[src/rtl/pipe_types_pkg.sv]
// rtl/pipe_types_pkg.sv - shared types and constants for the MIPS pipeline-stage registers
package pipe_types_pkg;

  // Occupancy of one elastic stage: nothing held, main register only, main plus skid.
  typedef enum logic [1:0] {
    EMPTY = 2'd0,
    ONE   = 2'd1,
    FULL  = 2'd2
  } pipe_state_t;

  // Source selected for the main (output) register on the next edge.
  typedef enum logic [1:0] {
    SEL_HOLD = 2'd0,
    SEL_IN   = 2'd1,
    SEL_SKID = 2'd2,
    SEL_NOP  = 2'd3
  } main_sel_t;

  // IF/ID boundary bundle.
  typedef struct packed {
    logic [31:0] instr;
    logic [31:0] pc_plus4;
  } ifid_t;

  // ID/EX boundary bundle.
  typedef struct packed {
    logic [31:0] pc_plus4;
    logic [31:0] rs_val;
    logic [31:0] rt_val;
    logic [31:0] imm;
    logic [4:0]  rd;
    logic [3:0]  alu_op;
    logic        alu_src;
    logic        mem_read;
    logic        mem_write;
    logic        reg_write;
    logic        mem_to_reg;
  } idex_t;

  // EX/MEM boundary bundle.
  typedef struct packed {
    logic [31:0] alu_result;
    logic [31:0] store_val;
    logic [4:0]  rd;
    logic        mem_read;
    logic        mem_write;
    logic        reg_write;
    logic        mem_to_reg;
  } exmem_t;

  // MEM/WB boundary bundle.
  typedef struct packed {
    logic [31:0] wb_val;
    logic [4:0]  rd;
    logic        reg_write;
  } memwb_t;

  // Bundle widths used as WIDTH when each boundary register is instantiated.
  localparam int IFID_W  = $bits(ifid_t);
  localparam int IDEX_W  = $bits(idex_t);
  localparam int EXMEM_W = $bits(exmem_t);
  localparam int MEMWB_W = $bits(memwb_t);

  // Bubbles: all-zero instruction is sll $0,$0,0 and all write/mem enables are off.
  localparam ifid_t  IFID_NOP  = '0;
  localparam idex_t  IDEX_NOP  = '0;
  localparam exmem_t EXMEM_NOP = '0;
  localparam memwb_t MEMWB_NOP = '0;

endpackage

[src/rtl/pipe_skid_ctrl.sv]
// rtl/pipe_skid_ctrl.sv - occupancy FSM, in_ready and load-select generation for one stage
module pipe_skid_ctrl
  import pipe_types_pkg::*;
#(
  parameter int SKID = 1
) (
  input  logic      clk,
  input  logic      rst_n,
  input  logic      in_valid,
  input  logic      in_halt,
  input  logic      flush,
  input  logic      out_ready,
  input  logic      out_halt,
  output logic      in_ready,
  output logic      out_valid,
  output main_sel_t main_sel,
  output logic      skid_load,
  output logic      skid_clr,
  output logic      halted
);

  pipe_state_t state_q, state_d;
  logic        halt_seen_q, halt_seen_d;
  logic        halted_q, halted_d;
  logic        accept;
  logic        pop;

  assign out_valid = (state_q != EMPTY);
  assign halted    = halted_q;

  // Next occupancy, datapath load selects and halt tracking; flush overrides any transfer.
  always_comb begin
    accept      = in_valid & in_ready & ~flush;
    pop         = out_valid & out_ready & ~flush;
    state_d     = state_q;
    main_sel    = SEL_HOLD;
    skid_load   = 1'b0;
    skid_clr    = 1'b0;
    halt_seen_d = halt_seen_q;
    halted_d    = halted_q;

    if (flush) begin
      state_d  = EMPTY;
      main_sel = SEL_NOP;
      skid_clr = 1'b1;
    end else begin
      case (state_q)
        EMPTY: begin
          if (accept) begin
            state_d  = ONE;
            main_sel = SEL_IN;
          end
        end
        ONE: begin
          if (accept && pop) begin
            main_sel = SEL_IN;
          end else if (accept) begin
            // Only reachable with a skid entry; the stall register never accepts while held.
            if (SKID != 0) begin
              state_d   = FULL;
              skid_load = 1'b1;
            end
          end else if (pop) begin
            state_d  = EMPTY;
            main_sel = SEL_NOP;
          end
        end
        FULL: begin
          if (pop) begin
            state_d  = ONE;
            main_sel = SEL_SKID;
            skid_clr = 1'b1;
          end
        end
        default: begin
          state_d  = EMPTY;
          main_sel = SEL_NOP;
          skid_clr = 1'b1;
        end
      endcase
    end

    // Once the halt word has left the stage, a flush can no longer re-open the input.
    if (accept && in_halt) begin
      halt_seen_d = 1'b1;
    end else if (flush && !halted_q) begin
      halt_seen_d = 1'b0;
    end

    if (pop && out_halt) begin
      halted_d = 1'b1;
    end
  end

  // Occupancy and halt flag registers.
  always_ff @(posedge clk or negedge rst_n) begin
    if (!rst_n) begin
      state_q     <= EMPTY;
      halt_seen_q <= 1'b0;
      halted_q    <= 1'b0;
    end else begin
      state_q     <= state_d;
      halt_seen_q <= halt_seen_d;
      halted_q    <= halted_d;
    end
  end

  generate
    if (SKID != 0) begin : g_reg_ready
      logic in_ready_q, in_ready_d;

      // Ready is computed from next state so out_ready never reaches in_ready combinationally.
      always_comb begin
        in_ready_d = (state_d != FULL) & ~halt_seen_d & ~halted_d;
      end

      // Registered ready; comes out of reset able to accept.
      always_ff @(posedge clk or negedge rst_n) begin
        if (!rst_n) begin
          in_ready_q <= 1'b1;
        end else begin
          in_ready_q <= in_ready_d;
        end
      end

      assign in_ready = in_ready_q;
    end else begin : g_comb_ready
      assign in_ready = (~out_valid | out_ready) & ~halt_seen_q & ~halted_q;
    end
  endgenerate

endmodule

[src/rtl/elastic_pipe_reg.sv]
// rtl/elastic_pipe_reg.sv - elastic pipeline-stage register with flush bubble and sticky halt
module elastic_pipe_reg
  import pipe_types_pkg::*;
#(
  parameter int               WIDTH     = 32,
  parameter logic [WIDTH-1:0] NOP_VALUE = '0,
  parameter int               SKID      = 1
) (
  input  logic             CLK,
  input  logic             nRST,
  input  logic             in_valid,
  output logic             in_ready,
  input  logic [WIDTH-1:0] in_data,
  input  logic             in_halt,
  input  logic             flush,
  output logic             out_valid,
  input  logic             out_ready,
  output logic [WIDTH-1:0] out_data,
  output logic             out_halt,
  output logic             halted
);

  logic [WIDTH-1:0] main_data_q, main_data_d;
  logic             main_halt_q, main_halt_d;
  logic [WIDTH-1:0] skid_data_q, skid_data_d;
  logic             skid_halt_q, skid_halt_d;
  main_sel_t        main_sel;
  logic             skid_load;
  logic             skid_clr;

  pipe_skid_ctrl #(
    .SKID (SKID)
  ) u_ctrl (
    .clk       (CLK),
    .rst_n     (nRST),
    .in_valid  (in_valid),
    .in_halt   (in_halt),
    .flush     (flush),
    .out_ready (out_ready),
    .out_halt  (main_halt_q),
    .in_ready  (in_ready),
    .out_valid (out_valid),
    .main_sel  (main_sel),
    .skid_load (skid_load),
    .skid_clr  (skid_clr),
    .halted    (halted)
  );

  assign out_data = main_data_q;
  assign out_halt = main_halt_q;

  // Steer the main and skid registers from the controller's load selects.
  always_comb begin
    main_data_d = main_data_q;
    main_halt_d = main_halt_q;
    skid_data_d = skid_data_q;
    skid_halt_d = skid_halt_q;

    case (main_sel)
      SEL_IN: begin
        main_data_d = in_data;
        main_halt_d = in_halt;
      end
      SEL_SKID: begin
        main_data_d = skid_data_q;
        main_halt_d = skid_halt_q;
      end
      SEL_NOP: begin
        main_data_d = NOP_VALUE;
        main_halt_d = 1'b0;
      end
      default: begin
        main_data_d = main_data_q;
        main_halt_d = main_halt_q;
      end
    endcase

    if (skid_clr) begin
      skid_data_d = NOP_VALUE;
      skid_halt_d = 1'b0;
    end else if (skid_load) begin
      skid_data_d = in_data;
      skid_halt_d = in_halt;
    end
  end

  // Datapath registers; reset discards any held words and shows the bubble.
  always_ff @(posedge CLK or negedge nRST) begin
    if (!nRST) begin
      main_data_q <= NOP_VALUE;
      main_halt_q <= 1'b0;
      skid_data_q <= NOP_VALUE;
      skid_halt_q <= 1'b0;
    end else begin
      main_data_q <= main_data_d;
      main_halt_q <= main_halt_d;
      skid_data_q <= skid_data_d;
      skid_halt_q <= skid_halt_d;
    end
  end

endmodule

[config.mk]
export PLATFORM = sky130hd
export DESIGN_NAME = elastic_pipe_reg
export DESIGN_NICKNAME = d
export VERILOG_FILES = /design/src/rtl/pipe_types_pkg.sv /design/src/rtl/pipe_skid_ctrl.sv /design/src/rtl/elastic_pipe_reg.sv
export SDC_FILE = /design/constraint.sdc
export NUM_CORES = 1
export LEC_CHECK = 0
export BUFFER_PORTS_ARGS = -buffer_cell sky130_fd_sc_hd__buf_2
export CORE_MARGIN = 4
export CORE_UTILIZATION = 45
export CTS_CLUSTER_SIZE = 16
export DETAILED_ROUTE_END_ITERATION = 7
export PLACE_DENSITY_LB_ADDON = 0.12
export SYNTH_ARGS = -nofsm -noshare
export SYNTH_HDL_FRONTEND = slang
export SYNTH_SLANG_ARGS = --single-unit
[constraint.sdc]
create_clock -name CLK -period 1.9 [get_ports CLK]
set_clock_uncertainty 0.05 [all_clocks]
set_input_delay 0.285 -clock CLK [delete_from_list [all_inputs] [get_ports CLK]]
set_output_delay 0.285 -clock CLK [all_outputs]
set_load 0.03 [all_outputs]
==> summary.txt <==
final period utilization - 92.8%
PD cells - 1100 nW/um^2
Pint - 0.00267 W
1st-iter DRT viols - 122
Switch Pwr - 0.00126 W
Vias/cell - 5.69
Max Cap Viol - 0
IO Pins - 74
worst-path cell chain - nor2b_4 -> o311a_4 -> and2_1 -> a221o_1
R2R Setup Slk - 0.14 ns
P&R area growth vs syn - 22.1%
CTS tree - done
GR Util met1 - 27.1%
row count - 29
Least-Margin Pin Slew - 0.372 ns
Num CTS Buffers - 9
static leakage - 1.86 nW
CP max-delay cell - o311a_4
antenna violations before repair - 0
CP max FO - 33
worst-skew pair later-pin latency - 0.34 ns
routing usage on met2 - 27.3%
largest net degree at the start of global routing - 72
Synth Register Bits - 71
Initial Util - 46.1%
final net count - 329
Final ANT Viol Nets - 0
vias in the first global route - 2176
post-DP HPWL - 4.15 mm
share of cells above drive strength 1 - 36.1%
Post-CTS Resized - 0
via count - 2121
WP data required - 2.07 ns
Synth area leader - dfrtp_1
routed wire length - 6.65 mm
hold violation count in the final report - 0
Mapped Area - 2930 um^2
H-tree depth - 3
Yosys warnings - 0
Synth Instances - 213
peak supply drop - 0.709 mV
Port Buffer Count - 73
Routed wire per std cell - 17.8 um
setup TNS - 0 ns
die area - 7860 um^2
Max Freq - 567 MHz
DP Area - 3360 um^2
Worst Setup End Kind - register
mean area per synthesized cell - 13.7 um^2
clock root cell - clkbuf_8
core area - 6350 um^2
outcome - finished, final reports clean
CTS Buffer Depth - 2
Reg clk slew, reported paths - 0.08 ns
Net Sw Frac - 32.0%
met3 usage - 4.00%
busiest grt layer - met2
largest cells by area after synthesis - dfrtp_1, a221o_1, a22o_1
WP buf/inv - 0
clock sink count - 71
post-route cell area - 3570 um^2
Die Wd - 88.6 um
Clock Power Share - 31.7%
slowest stage delay, CP - 0.49 ns
total grt overflow - 0
GPL Wtd Cong - 0.751
family with the most delay on the worst path - compound AO/OA/AOI/OAI gates
first-pass GRT wire length - 11.1 mm
critical path type - register to register
power consumption - 0.00393 W
Comb power frac - 22.9%
RSZ-0062 raised after global routing - false
max-slew violations - 0
top-area cell type share of the netlist area - 59.9%
fin worst setup slack - 0.137 ns
Worst slew margin - 75.2%
Setup Viol. Count Final - 0
Primary FF master, synth - dfrtp_1
Initial DRT Pass Iterations - 4
Synth Net Count - 251
Place WS - 0.145 ns
register area share after synthesis - 60.8%
class of the worst hold path - input port to register
EDFF count, synth - 0
count of different cell masters after synthesis - 33
Setup crit start kind - register
Overall Global Routing Usage - 18.6%
Die Y - 88.6 um
antenna cells - 0
post-layout min period - 1.76 ns
Synth async-reset ratio - 100%
DRC - 0
Sequential Power Share - 45.4%
Worst Path Arrival - 1.93 ns
[cells by family after synthesis]
family	Yosys count	share of synthesized area, %
xor gates and xnor gates	1	0.299
buffers and inverters	18	4.36
and+or+nand+nor	47	10.6
AOI/OAI and AO/OA	76	23.9
DFF	71	60.8
[layer usage]
layer  wire [um]  share of wire, %
met4          63              0.95
met1        3270                49
met3         403               6.1
met5           0                 0
met2        2910                44
[synth_stat cells (2+ instances only)]
library cell / number
and2_1: 23
a221o_1: 33
buf_2: 9
nor2_1: 2
a22o_1: 33
and2_0: 10
buf_6: 6
dfrtp_1: 70
o21ai_0: 2
a21oi_1: 2
[worst reg2reg max path, cell delays in order (launching register included)]
cell and delay [ns]:
dfrtp_1 0.45, nor2b_4 0.18, o311a_4 0.49, and2_1 0.23, a221o_1 0.26
[stage by stage]
step | std cells | hold slack, ns | utilization (%)
detailed placement | 356 | 0.290 | 52.8
finish | 373 | 0.127 | 56.3
global route | 373 | 0.117 | 56.3
floorplan | 213 | -0.0606 | -
global placement | 356 | 0.295 | 52.8
CTS | 373 | 0.111 | 56.3
[repair_timing]
item                      CTS  global route
hold buffers                1             0
setup buffers               0             0
hold endpoints to repair   70             0
[power by group through the flow]
stage          logic, W  registers, W  clock network, W
2_1_floorplan  0.000370       0.00205                 0
3_3_place_gp   0.000905       0.00181                 0
3_5_place_dp   0.000911       0.00180                 0
4_1_cts        0.000913       0.00178           0.00127
5_1_grt        0.000981       0.00180           0.00135
6_report       0.000901       0.00178           0.00125
[flip-flops by register name, indices dropped and copies added, names as in the netlist]
name	flops
out_data	32
skid_data_q	32
u_ctrl.state_q	2
out_halt	1
skid_halt_q	1
u_ctrl.halt_seen_q	1
u_ctrl.halted	1
u_ctrl.in_ready	1
[placed cells by master, fill, tap and decap left out, types with 2 or more instances in the layout]
| master | synthesis | final |
|---|---|---|
| o21ai_0 | 2 | 2 |
| and2_1 | 23 | 23 |
| clkbuf_8 | 0 | 11 |
| clkinv_2 | 0 | 2 |
| a221o_1 | 33 | 33 |
| and2_0 | 10 | 10 |
| buf_2 | 9 | 73 |
| buf_4 | 1 | 9 |
| dfrtp_1 | 70 | 70 |
| nor2_1 | 2 | 2 |
| a22o_1 | 33 | 33 |
[final cells by class]
class                           instances  area [um^2]
Fill cell                             529         2780
Sequential cell                        71         1780
Multi-Input combinational cell        124         1020
Timing Repair Buffer                   84          463
Clock buffer                           11          151
Tap cell                               77         96.3
Clock inverter                          5         56.3
Inverter                                1         3.75
[final timing paths]
kind / endpoint / startpoint / cells after the start
min in group asynchronous: out_data[5] / nRST / 3
worst max-delay path: out_data[16] / u_ctrl.state_q[0] / 4
worst max register to register: out_data[16] / u_ctrl.state_q[0] / 4
worst min register to register: out_data[24] / skid_data_q[24] / 1
worst min-delay path: skid_data_q[20] / in_data[20] / 2
max in group asynchronous: u_ctrl.in_ready / nRST / 3
Note: power is estimated with default switching activity, not from simulation.
